--- src/rtl/mult_stim_gen.sv ---
// Stimulus generator for the signed parity-checked multiplier: LFSR-driven operand
// pairs, request/result handshake with timeout recovery, and per-run statistics.
module mult_stim_gen #(
    parameter int          DATA_W  = 16,
    parameter int          ERR_W   = 2,
    parameter logic [31:0] SEED    = 32'hACE1_1234,
    parameter int          TIMEOUT = 64
) (
    input  logic                     clk,
    input  logic                     rst,
    input  logic                     start,
    input  logic                     abort,
    input  logic [1:0]               mode,
    input  logic [15:0]              count,
    input  logic                     result_valid,
    output logic signed [DATA_W-1:0] arg_a,
    output logic                     arg_a_parity,
    output logic signed [DATA_W-1:0] arg_b,
    output logic                     arg_b_parity,
    output logic                     req,
    output logic                     busy,
    output logic                     done,
    output logic [15:0]              tx_cnt,
    output logic [15:0]              err_cnt,
    output logic [15:0]              tmo_cnt
);

    localparam logic [31:0] POLY     = 32'h8020_0003;
    localparam logic [31:0] SEED_EFF = (SEED == 32'd0) ? 32'd1 : SEED;
    localparam int          WAIT_W   = $clog2(TIMEOUT);
    localparam logic [WAIT_W-1:0] WAIT_LAST = WAIT_W'(TIMEOUT - 1);
    localparam logic signed [DATA_W-1:0] OP_MIN = {1'b1, {(DATA_W-1){1'b0}}};
    localparam logic signed [DATA_W-1:0] OP_MAX = {1'b0, {(DATA_W-1){1'b1}}};

    typedef enum logic [2:0] {
        S_IDLE,
        S_GEN_A,
        S_GEN_B,
        S_SEND,
        S_WAIT,
        S_DONE
    } state_t;

    state_t              state;
    logic [31:0]         lfsr;
    logic [15:0]         count_lat;
    logic [WAIT_W-1:0]   wait_cnt;

    logic [2:0]               sel;
    logic [ERR_W-1:0]         errf;
    logic signed [DATA_W-1:0] gen_data;
    logic signed [DATA_W-1:0] gen_op;
    logic                     gen_inj;
    logic                     gen_par;

    function automatic logic [31:0] lfsr_step(input logic [31:0] l);
        return l[0] ? ((l >> 1) ^ POLY) : (l >> 1);
    endfunction

    function automatic logic signed [DATA_W-1:0] pick_operand(
        input logic [1:0]               m,
        input logic [2:0]               s,
        input logic signed [DATA_W-1:0] data
    );
        logic signed [DATA_W-1:0] op;
        if (m == 2'd1) begin
            op = data;
        end else if (m == 2'd2) begin
            case (s[1:0])
                2'b00:   op = OP_MIN;
                2'b01:   op = OP_MAX;
                2'b10:   op = '0;
                default: op = '1;
            endcase
        end else begin
            case (s)
                3'b000:  op = OP_MIN;
                3'b111:  op = OP_MAX;
                3'b001:  op = '0;
                default: op = data;
            endcase
        end
        return op;
    endfunction

    function automatic logic [15:0] sat_inc(input logic [15:0] v);
        return (v == 16'hFFFF) ? v : v + 16'd1;
    endfunction

    // Operand fields always come from the current (pre-step) LFSR value
    always_comb begin
        sel      = lfsr[2:0];
        errf     = lfsr[3 +: ERR_W];
        gen_data = lfsr[31 -: DATA_W];
        gen_op   = pick_operand(mode, sel, gen_data);
        gen_inj  = (mode != 2'd3) && (&errf);
        gen_par  = (^gen_op) ^ gen_inj;
    end

    always_ff @(posedge clk) begin
        if (rst) begin
            state        <= S_IDLE;
            lfsr         <= SEED_EFF;
            count_lat    <= '0;
            wait_cnt     <= '0;
            arg_a        <= '0;
            arg_a_parity <= 1'b0;
            arg_b        <= '0;
            arg_b_parity <= 1'b0;
            req          <= 1'b0;
            busy         <= 1'b0;
            done         <= 1'b0;
            tx_cnt       <= '0;
            err_cnt      <= '0;
            tmo_cnt      <= '0;
        end else begin
            req  <= 1'b0;
            done <= 1'b0;
            if (state == S_GEN_A || state == S_GEN_B) begin
                lfsr <= lfsr_step(lfsr);
            end
            // abort wins over start and result_valid; counters and operands hold
            if (abort) begin
                state <= S_IDLE;
                busy  <= 1'b0;
            end else begin
                case (state)
                    S_IDLE: begin
                        if (start) begin
                            count_lat <= count;
                            tx_cnt    <= '0;
                            err_cnt   <= '0;
                            tmo_cnt   <= '0;
                            busy      <= 1'b1;
                            if (count == 16'd0) begin
                                state <= S_DONE;
                                done  <= 1'b1;
                            end else begin
                                state <= S_GEN_A;
                            end
                        end
                    end
                    S_GEN_A: begin
                        arg_a        <= gen_op;
                        arg_a_parity <= gen_par;
                        if (gen_inj) err_cnt <= sat_inc(err_cnt);
                        state <= S_GEN_B;
                    end
                    S_GEN_B: begin
                        arg_b        <= gen_op;
                        arg_b_parity <= gen_par;
                        if (gen_inj) err_cnt <= sat_inc(err_cnt);
                        req   <= 1'b1;
                        state <= S_SEND;
                    end
                    S_SEND: begin
                        wait_cnt <= '0;
                        state    <= S_WAIT;
                    end
                    S_WAIT: begin
                        if (result_valid || wait_cnt == WAIT_LAST) begin
                            tx_cnt <= tx_cnt + 16'd1;
                            if (!result_valid) tmo_cnt <= sat_inc(tmo_cnt);
                            if (tx_cnt + 16'd1 == count_lat) begin
                                state <= S_DONE;
                                done  <= 1'b1;
                            end else begin
                                state <= S_GEN_A;
                            end
                        end else begin
                            wait_cnt <= wait_cnt + WAIT_W'(1);
                        end
                    end
                    S_DONE: begin
                        state <= S_IDLE;
                        busy  <= 1'b0;
                    end
                    default: begin
                        state <= S_IDLE;
                        busy  <= 1'b0;
                    end
                endcase
            end
        end
    end

endmodule

--- config.mk ---
export PLATFORM = sky130hd
export DESIGN_NAME = mult_stim_gen
export DESIGN_NICKNAME = d
export VERILOG_FILES = /design/src/rtl/mult_stim_gen.sv
export SDC_FILE = /design/constraint.sdc
export NUM_CORES = 1
export LEC_CHECK = 0
export BUFFER_PORTS_ARGS = -buffer_cell sky130_fd_sc_hd__buf_2
export CAP_MARGIN = 20
export CORE_ASPECT_RATIO = 0.9
export CORE_MARGIN = 2
export CORE_UTILIZATION = 35
export CTS_CLUSTER_DIAMETER = 60
export CTS_CLUSTER_SIZE = 20
export DETAILED_ROUTE_END_ITERATION = 10
export GPL_TIMING_DRIVEN = 0
export SLEW_MARGIN = 20
export SYNTH_ARGS = -nofsm -noshare
export SYNTH_HDL_FRONTEND = slang
export SYNTH_SLANG_ARGS = --single-unit
--- constraint.sdc ---
create_clock -name clk -period 2.29 [get_ports clk]
set_input_delay 0.229 -clock clk [delete_from_list [all_inputs] [get_ports clk]]
set_output_delay 0.229 -clock clk [all_outputs]
set_load 0.01 [all_outputs]
==> results.txt <==
The final sum of negative setup slack came out at 0 ns. The power density over cell area is 704 nW/µm². The max-slew violation total from the final report came to 0. The kind of cell with the highest combined delay along the critical path is simple AND/OR/NAND/NOR gates.

The maximum resistive drop on vdd came out at 0.621 mV. The synthesized design spends more area on one cell type than any other, namely sky130_fd_sc_hd__dfxtp_1. The maximum clock rate came out at 446 MHz. The slew at the pin closest to its max-slew limit is 0.889 ns.

The total of buffers placed on input and output ports came out at 103. The average via count per standard cell came out at 5.33. Setup violations remaining at the end of the flow were counted as 0.

Compared with the post-synthesis result, the final layout area differs by 23.5%. The core occupancy in the finished layout came out at 44.1%. Setup repair after global routing could not meet its margin everywhere.

The maximum level of the CTS H-tree came out at 4. The floorplan has 48 rows. The most used flip-flop cell after synthesis is sky130_fd_sc_hd__dfxtp_1. The number of sinks on the clock net came out at 142.

The storage element area came out at 2860 µm². Data on the critical path arrives at its endpoint at 2.55 ns. Detailed placement finished with a half-perimeter wire length of 14.2 mm. The clock network latency to the later pin of the worst-skew pair came out at 0.43 ns. After synthesis, the largest area contributor takes up 41.4% of total cell area.

The post-synthesis net count came out at 887. The number of buffers on the longest clock path is 2. The cell sitting at the root of the clock tree is a sky130_fd_sc_hd__clkbuf_16. The maximum number of pins on one net before global-route repair is 17. The critical path starts at lfsr[1]. The number of synthesized flops with an enable pin came out at 0. The number of buffers and inverters on the critical path is 1.

The count of vias placed by the detailed router is 6628. The worst register-to-register path begins at lfsr[1]. The final layout contains routed wiring with a total length of 19.9 mm. Data on the critical path is required at its endpoint by 2.59 ns. STA classifies the critical path startpoint as a register. The die height came out at 137 µm. For this run, the slowest stage of the critical path takes 0.57 ns.

In this run, CTS created clock tree buffers numbering 17. The kind of path behind the tightest hold check is input port to register. The run finished with clean final reports. The signal on the critical path passes through inv_1 > ha_2 > nor4b_1 > a31oi_4 > o21a_1 > nor3_1 > nor3_1 > a311o_1. The area after detailed placement is 7730 µm². The headroom to the max-slew limit came out at 40.7%. After the last flow step, the layout net total stands at 1010. The total inserted antenna cells came out at 0. The most used cell along the critical path is sky130_fd_sc_hd__nor3_1. The clock skew after layout is 0.0129 ns. The worst register-to-register path has a depth of 8.

The mean routed wirelength per cell is 16.0 µm. The first global-routing pass estimated 30.6 mm of wire. Of all flip-flops after synthesis, the portion carrying an async set or reset was 0%.

The first routing iteration left 502 violations. The overall overflow remaining after global route is 0. Along the worst hold path, the cell count comes to 3.

By area the synthesized netlist is led by sky130_fd_sc_hd__dfxtp_1 41%, sky130_fd_sc_hd__nand2_1 8.9%, sky130_fd_sc_hd__a21oi_1 6.1%, sky130_fd_sc_hd__xor2_1 4.9%, sky130_fd_sc_hd__o211ai_1 4.5%. In the synthesized netlist, the cells that appear most often are 162 x sky130_fd_sc_hd__nand2_1, 142 x sky130_fd_sc_hd__dfxtp_1, 84 x sky130_fd_sc_hd__a21oi_1, 67 x sky130_fd_sc_hd__nor2_1, 53 x sky130_fd_sc_hd__clkbuf_1. TritonCTS built the clock tree.

The routed design could run at a clock period as short as 2.24 ns. The clock-pin slew of the registers on the worst-case setup and hold paths is 0.06 ns. The sort of element at the end of the critical path is a register. The path with the worst hold slack has its endpoint at count_lat[11]. In this run the remaining antenna-violating nets after routing total 0. The via count of the first global-routing pass is 5867. Before antenna repair, the detailed router went through 5 iterations.

The effective utilization at floorplan is 35.7%. In this run the most critical hold path is launched from count[11]. The number of fill cells came out at 1953. The core region is 19200 µm². The number of antenna violations at the first check in global routing is 0. The number of hold buffers added after CTS came out at 0. The x dimension of the die came out at 152 µm. The total leakage power came out at 0.00330 µW. The cell with the largest stage delay on the worst path is sky130_fd_sc_hd__nor4b_1. The final cycle utilization of the critical path is 97.9%. The post-synthesis cell type count is 59. The maximum fanout count along the critical path came out at 5. The post-synthesis cell count came out at 857. For flop-to-flop paths, the worst setup slack is 0.05 ns. The number of top-level design ports is 108.

The area enclosed by the die boundary came out at 20700 µm². The overall routing resource usage came out at 18.9%. Sequential elements use 41.4% of the synthesized area. The reported max-cap violation count came out at 0. At the end of routability-driven placement, the weighted congestion stood at 0.840. The fraction of final layout cells sized beyond drive strength 1 came out at 18.8%.

The count of unresolved DRC violations after routing came out at 0. The cell area that synthesis handed to floorplanning was 6860 µm². The mean area per synthesized cell is 8.01 µm². The area of combinational cells with multiple inputs came out at 3860 µm². The number of warnings issued by yosys is 0. The critical path is of the register to register type.

The endpoint identified for the worst register-to-register timing path is arg_b_parity. After routing the design area is 8470 µm². In this run, synthesis produced a sequential element count of 142.

The number of failing hold endpoints at the final stage was 0. Among all cell types in the netlist, the one instantiated most often is sky130_fd_sc_hd__nand2_1.
-- logic make-up after synthesis --
kind of cell / synth area share (%)
AO/OA/AOI/OAI: 18.2
XOR/XNOR: 8.95
adder cells (fa/ha/maj): 1.28
buffers and inverters: 3.83
flip-flops: 41.4
multiplexers: 0.730
AND/OR/NAND/NOR: 25.6
-- how the worst max path moves through the flow --
stage / to / slack (ns) / cells after the start
finish: arg_b_parity / 0.05 / 8
global route: done / -0.12 / 6
CTS: done / 0.0004 / 6
detailed placement: tx_cnt[8] / -0.41 / 8
global placement: tx_cnt[8] / -0.40 / 8
floorplan: done / 0.07 / 7
-- placed cells by master (no fill, tap or decap), types with 12 or more instances in the layout --
master	n
sky130_fd_sc_hd__xor2_1	38
sky130_fd_sc_hd__nand2_1	161
sky130_fd_sc_hd__xnor2_1	27
sky130_fd_sc_hd__buf_2	104
sky130_fd_sc_hd__inv_1	12
sky130_fd_sc_hd__nand3_1	32
sky130_fd_sc_hd__nand4_1	15
sky130_fd_sc_hd__dfxtp_1	136
sky130_fd_sc_hd__and3_1	15
sky130_fd_sc_hd__a21oi_1	83
sky130_fd_sc_hd__nor2_1	66
sky130_fd_sc_hd__nor3_1	16
sky130_fd_sc_hd__o211ai_1	41
sky130_fd_sc_hd__clkbuf_2	12
sky130_fd_sc_hd__clkbuf_16	17
sky130_fd_sc_hd__clkbuf_1	37
sky130_fd_sc_hd__o21ai_0	26
-- stage by stage --
step	setup WS [ns]	std cells	hold slack (ns)	power [µW]
2_1_floorplan	0.0669	857	0.365	2970
3_3_place_gp	-0.397	1210	0.443	3120
3_5_place_dp	-0.411	1210	0.445	3130
4_1_cts	0.000370	1243	0.0511	5990
5_1_grt	-0.122	1243	0.0600	6170
6_report	0.0486	1243	0.0505	5970
-- timing repair --
item | CTS | global route
setup endpoints to repair | 89 | 84
pin swaps | 3 | 2
buffers inserted | 3 | 1
cloned | 0 | 0
hold endpoints to repair | 0 | 0
gates resized for setup | 22 | 18
-- worst min-delay path: stages --
cell                      delay, ns
sky130_fd_sc_hd__buf_2         0.10
sky130_fd_sc_hd__nand2_1       0.05
sky130_fd_sc_hd__a21oi_1       0.05
-- power breakdown --
| group | internal [µW] | switching [µW] |
|---|---|---|
| sequential | 2530 | 60.3 |
| combinational | 184 | 331 |
| clock | 1750 | 1120 |
-- sequential cells by signal, summed over array words and instances, names as in the netlist --
signal / flops
arg_a: 16
arg_a_parity: 1
arg_b: 16
arg_b_parity: 1
busy: 1
count_lat: 16
done: 1
err_cnt: 16
lfsr: 32
req: 1
state: 3
tmo_cnt: 16
tx_cnt: 16
wait_cnt: 6
-- final cells by class --
type | count | area share (%)
multi-input combinational | 646 | 45.5
sequential | 142 | 33.7
timing repair buffer | 107 | 6.44
clock buffer | 19 | 5.23
tap | 250 | 3.69
buffer | 53 | 2.91
clock inverter | 13 | 1.92
inverter | 13 | 0.576
-- routing by layer --
metal | up-vias | GRT usage, % | wire length [µm]
met4 | 0 | 5.30 | 276
met5 | - | 0 | 0
met3 | 24 | 3.40 | 1040
met1 | 3143 | 24.8 | 9160
met2 | 191 | 31.8 | 9440
li1 | 3270 | - | -
Note: power is estimated with default switching activity, not from simulation.
